<file path="config.mk">
export PLATFORM = sky130hd
export DESIGN_NAME = id_ex_pipe
export DESIGN_NICKNAME = d
export VERILOG_FILES = /design/src/rtl/id_ex_pipe.sv
export SDC_FILE = /design/constraint.sdc
export NUM_CORES = 1
export LEC_CHECK = 0
export ABC_AREA = 0
export CAP_MARGIN = 20
export CORE_MARGIN = 2
export CORE_UTILIZATION = 39
export DETAILED_ROUTE_END_ITERATION = 10
export GPL_ROUTABILITY_DRIVEN = 0
export HOLD_SLACK_MARGIN = 0.03
export PLACE_DENSITY_LB_ADDON = 0.25
export SKIP_CTS_REPAIR_TIMING = 1
export SKIP_LAST_GASP = 1
export SLEW_MARGIN = 20
export SYNTH_ARGS = -nofsm -noshare
export SYNTH_HDL_FRONTEND = slang
export SYNTH_SLANG_ARGS = --single-unit
</file>
<file path="constraint.sdc">
create_clock -name i_Clk -period 3.1 [get_ports i_Clk]
set_input_delay 0.62 -clock i_Clk [delete_from_list [all_inputs] [get_ports i_Clk]]
set_output_delay 0.62 -clock i_Clk [all_outputs]
set_load 0.01 [all_outputs]
</file>
<file path="src/rtl/id_ex_pipe.sv">
// ID/EX pipeline register with load-use hazard detection, bubble insertion
// and a saturating count of inserted bubbles.
module id_ex_pipe #(
    parameter int DATA_W = 32,
    parameter int REG_W  = 5,
    parameter int CTRL_W = 8,
    parameter int CNT_W  = 16
) (
    input  logic              i_Clk,
    input  logic              i_Rst,
    input  logic              i_Stall,
    input  logic              i_Flush,
    input  logic              i_Valid_ID,
    input  logic [CTRL_W-1:0] i_Ctrl_ID,
    input  logic              i_MemRead_ID,
    input  logic [DATA_W-1:0] i_ADD1_ID,
    input  logic [DATA_W-1:0] i_RData1_ID,
    input  logic [DATA_W-1:0] i_RData2_ID,
    input  logic [DATA_W-1:0] i_SignExt_ID,
    input  logic [REG_W-1:0]  i_Rs_ID,
    input  logic [REG_W-1:0]  i_Rt_ID,
    input  logic [REG_W-1:0]  i_Rd_ID,
    output logic [DATA_W-1:0] o_ADD1_Ex,
    output logic [DATA_W-1:0] o_RData1_Ex,
    output logic [DATA_W-1:0] o_RData2_Ex,
    output logic [DATA_W-1:0] o_SignExt_Ex,
    output logic [REG_W-1:0]  o_Rs_Ex,
    output logic [REG_W-1:0]  o_Rt_Ex,
    output logic [REG_W-1:0]  o_Rd_Ex,
    output logic [CTRL_W-1:0] o_Ctrl_Ex,
    output logic              o_MemRead_Ex,
    output logic              o_Valid_Ex,
    output logic              o_Hazard,
    output logic [CNT_W-1:0]  o_BubbleCnt
);

    logic [DATA_W-1:0] r_add1;
    logic [DATA_W-1:0] r_rdata1;
    logic [DATA_W-1:0] r_rdata2;
    logic [DATA_W-1:0] r_signext;
    logic [REG_W-1:0]  r_rs;
    logic [REG_W-1:0]  r_rt;
    logic [REG_W-1:0]  r_rd;
    logic [CTRL_W-1:0] r_ctrl;
    logic              r_memread;
    logic              r_valid;
    logic [CNT_W-1:0]  r_bubble_cnt;

    logic w_hazard;
    logic w_bubble;
    logic w_load;

    // Register 0 is hardwired to zero, so a load targeting it never creates a dependency.
    assign w_hazard = r_valid & r_memread & i_Valid_ID & (r_rt != '0) &
                      ((r_rt == i_Rs_ID) | (r_rt == i_Rt_ID));

    // Flush beats Stall; a hazard only inserts a bubble when the stage is not held.
    assign w_bubble = i_Flush | (~i_Stall & w_hazard);
    assign w_load   = ~i_Flush & ~i_Stall & ~w_hazard;

    always_ff @(posedge i_Clk) begin
        if (i_Rst) begin
            r_add1       <= '0;
            r_rdata1     <= '0;
            r_rdata2     <= '0;
            r_signext    <= '0;
            r_rs         <= '0;
            r_rt         <= '0;
            r_rd         <= '0;
            r_ctrl       <= '0;
            r_memread    <= 1'b0;
            r_valid      <= 1'b0;
            r_bubble_cnt <= '0;
        end else if (w_bubble) begin
            r_ctrl    <= '0;
            r_memread <= 1'b0;
            r_valid   <= 1'b0;
            if (r_bubble_cnt != '1) begin
                r_bubble_cnt <= r_bubble_cnt + 1'b1;
            end
        end else if (w_load) begin
            r_add1    <= i_ADD1_ID;
            r_rdata1  <= i_RData1_ID;
            r_rdata2  <= i_RData2_ID;
            r_signext <= i_SignExt_ID;
            r_rs      <= i_Rs_ID;
            r_rt      <= i_Rt_ID;
            r_rd      <= i_Rd_ID;
            r_valid   <= i_Valid_ID;
            r_ctrl    <= i_Valid_ID ? i_Ctrl_ID : '0;
            r_memread <= i_Valid_ID & i_MemRead_ID;
        end
    end

    assign o_ADD1_Ex    = r_add1;
    assign o_RData1_Ex  = r_rdata1;
    assign o_RData2_Ex  = r_rdata2;
    assign o_SignExt_Ex = r_signext;
    assign o_Rs_Ex      = r_rs;
    assign o_Rt_Ex      = r_rt;
    assign o_Rd_Ex      = r_rd;
    assign o_Ctrl_Ex    = r_ctrl;
    assign o_MemRead_Ex = r_memread;
    assign o_Valid_Ex   = r_valid;
    assign o_Hazard     = w_hazard;
    assign o_BubbleCnt  = r_bubble_cnt;

endmodule

</file>
==> key figures <==
Pwr
  • Clk pwr share: 40.5%
  • Part of the power in registers: between 40% and 50%
  • Pwr Density: about 500 mW/mm2
  • P_int: roughly 3.8 mW
  • Leak: roughly 3.6 nW
  • Maximum vdd drop: around 0.00036 V
  • P_sw: 1.23 mW
  • Power Total: between 5 and 6 mW
  • Comb power frac: between 10% and 20%
  • Switching Share: around a quarter

Route
  • ANT nets after route: 0
  • WL per Instance: between 15 and 20 um
  • Initial DRC Count: 273
  • Vias per cell: around 4.8
  • WL final: 19,700 um
  • Vias after detailed routing: 6,243
  • Pre-antenna DRT Iters: 7
  • # DRC: 0

STA
  • Clk_skew: around 0.0075 ns
  • Fin. Hold Viols: 0
  • Unrepaired setup endpoints after global routing: false
  • FMAX: approximately 340 MHz
  • Worst slew pin tran: approximately 0.47 ns
  • Final min period: a little under 3 ns
  • Max-slew headroom: between 60% and 70%
  • Fin crit share: 96.0%
  • Max Slew Vio Count: 0
  • Hold Slack: ~0.45 ns
  • Endpoints failing setup: 0
  • TNS Setup: 0 ns

Global routing
  • First-pass GRT wire length: just under 30,000 um
  • GRT overflow: 0
  • GRT Resource Usage Total: roughly 22%
  • Antenna violations before repair: 0
  • Vias in the first global route: roughly 5,800
  • Largest net degree at the start of global routing: 86

Floorplanning
  • FP Rows: 45
  • Die Wd: between 100 and 150 um
  • I/O pin count: approximately 330
  • Die Y: roughly 130 um
  • Initial core utilization: 40.3%
  • Die area: around 0.017 mm2
  • CORE AREA: 0.0153 mm2

Final layout
  • Design Area, Final: 0.0102 mm2
  • Layout cells sized above 1: between 4 and 5%
  • Layout fillers: 1,313
  • Utilization of the core after routing: between 60% and 70%
  • Layout Area Growth over Synthesis: 65.2%
  • Ant diodes: 0
  • NumNets Final: approximately 1,200

Hold path
  • Worst Hold Class: register to register
  • HP Start: o_Ctrl_Ex[5]

Worst setup path
  • Critical-path top delay cell: or4_1
  • Crit path largest cell delay: around 0.58 ns
  • Worst-path fanout max: 5
  • Worst Path Arrival: between 2 and 2.5 ns
  • Worst Path Class, Setup: register to output port
  • Startpoint types: register
  • CP delay by family, top: simple AND/OR/NAND/NOR gates
  • Type of element capturing the critical path: output port
  • Reg2reg start: o_Rt_Ex[0]
  • Crit. Startpoint: o_Rt_Ex[0]
  • Critical Path RT: 2.48 ns
  • Cell chain of the critical path: or4_1 -> o2111ai_2 -> inv_2 -> and2_1 -> clkdlybuf4s50_1
  • WP buf/inv: 2

Synth
  • Top area cells in the synthesized netlist: dfxtp_1 (55%), nand2_1 (18%), a21oi_1 (13%), clkbuf_1 (2.2%), nand3_1 (1.5%)
  • Avg Cell Area, Syn: between 7 and 8 um2
  • Syn Inst Count: approximately 780
  • Flip-flop and latch count after synthesis: 169
  • Sequential fraction of the synthesis area: approximately 55%
  • Yosys warns: 0
  • Post-Syn Nets: 941
  • Library cells used by synthesis: 35
  • Top cell type's share of synthesized area: 54.8%
  • Post-Syn Area: 0.00617 mm2
  • Dominant cell type by area after synthesis: dfxtp_1

Clock network
  • CTS tree: yes
  • CTS max path bufs: 2
  • Worst skew pair latency: roughly 0.42 ns
  • Clock transition at path regs: roughly 0.06 ns
  • Clk root buf: clkbuf_16
  • Clock Sinks: around 170
  • H-tree Lvls: 4
  • Cts bufs inserted: 17

Flow run
  • Max-cap viol count: 0

Status
  • Status: finished clean

Placement
  • Placed cell areas: approximately 0.0096 mm2
  • IO buf count: about 330
  • DP HPWL: roughly 14,000 um
## flip-flops by register name, indices dropped and copies added (netlist names)
name	cells
o_Valid_Ex	1
o_Rd_Ex	5
o_Ctrl_Ex	8
o_SignExt_Ex	32
o_ADD1_Ex	32
o_Rt_Ex	5
o_RData2_Ex	32
o_MemRead_Ex	1
o_BubbleCnt	16
o_Rs_Ex	5
o_RData1_Ex	32
## worst paths after layout
kind / to / depth (start not counted) / slack, ns
max: o_Hazard / 5 / 0.12
min: o_Ctrl_Ex[5] / 2 / 0.45
max reg2reg: o_SignExt_Ex[26] / 7 / 0.69
min reg2reg: o_Ctrl_Ex[5] / 2 / 0.45
## routing by layer
metal | global-route usage (%) | part of all wire, %
met4 | 9.36 | 2.4
met1 | 25.3 | 39
met5 | 0 | 0
met3 | 9.10 | 11
met2 | 37.8 | 48
## final cells by class
cell class	count	area (um2)	area share [%]
well taps	211	264	2.59
flip-flops and latches	169	3380	33.2
inverters	5	18.8	0.184
clock inverters	13	115	1.13
repair buffers	339	3410	33.4
clock buffers	19	453	4.44
multi-input cells	554	2550	25.0
## stage by stage
| stage | std cells | setup WS, ns |
|---|---|---|
| detailed placement | 1278 | 0.206 |
| global placement | 1278 | 0.211 |
| finish | 1310 | 0.125 |
| CTS | 1310 | 0.0277 |
| floorplan | 783 | 0.798 |
| global route | 1310 | 0.0352 |
## power groups by stage
stage	Combinational [mW]	Clock [mW]	Sequential, mW
CTS	0.698	2.10	2.31
global route	0.751	2.17	2.32
detailed placement	0.692	0	2.36
global placement	0.689	0	2.36
finish	0.692	2.04	2.31
floorplan	0.206	0	2.40
## cell usage after synthesis (all sizes together)
master	number
and3	4
and2	2
or4	4
a211oi	1
nor2	6
or3	8
o31ai	3
o22ai	1
o21bai	1
nor2b	3
nand2b	1
ha	1
nor3	2
o21ai	8
dfxtp	169
clkbuf	36
nand2	303
xor2	1
a311oi	1
a211o	1
a22oi	1
a31oi	1
mux2	2
nand3	19
nand4	3
buf	19
o2111ai	1
inv	5
nor3b	1
xnor2	10
a21oi	164
mux2i	1
## logic make-up after synthesis
family	after synthesis	share of synthesized area, %
AOI/OAI and AO/OA	183	15.5
xor gates and xnor gates	11	1.56
adders and majority gates	1	0.203
buffers and inverters	60	4.10
DFF	169	54.8
muxes	3	0.527
and+or+nand+nor	356	23.2
## layout by cell type, fill, tap and decap left out, types with 3 or more instances in the layout
cell type,netlist,layout
clkinv_2,0,5
inv_6,0,6
nor2b_1,3,3
clkdlybuf4s50_1,0,325
nand3_1,19,19
xnor2_1,10,10
dfxtp_1,169,169
o21ai_0,8,8
nand2_1,303,303
a21oi_1,164,164
or3_1,8,8
nand4_1,3,3
buf_12,0,4
buf_4,2,10
clkbuf_16,0,17
inv_1,4,4
o31ai_1,3,3
or4_1,4,4
nor2_1,6,6
and3_1,4,4
## tightest hold or removal path, delay by kind of cell, from the launching register on
kind,cells,cell delay (ns)
compound gates,1,0.05
simple gates,1,0.05
flops,1,0.31
(Power assumes the default switching activity.)
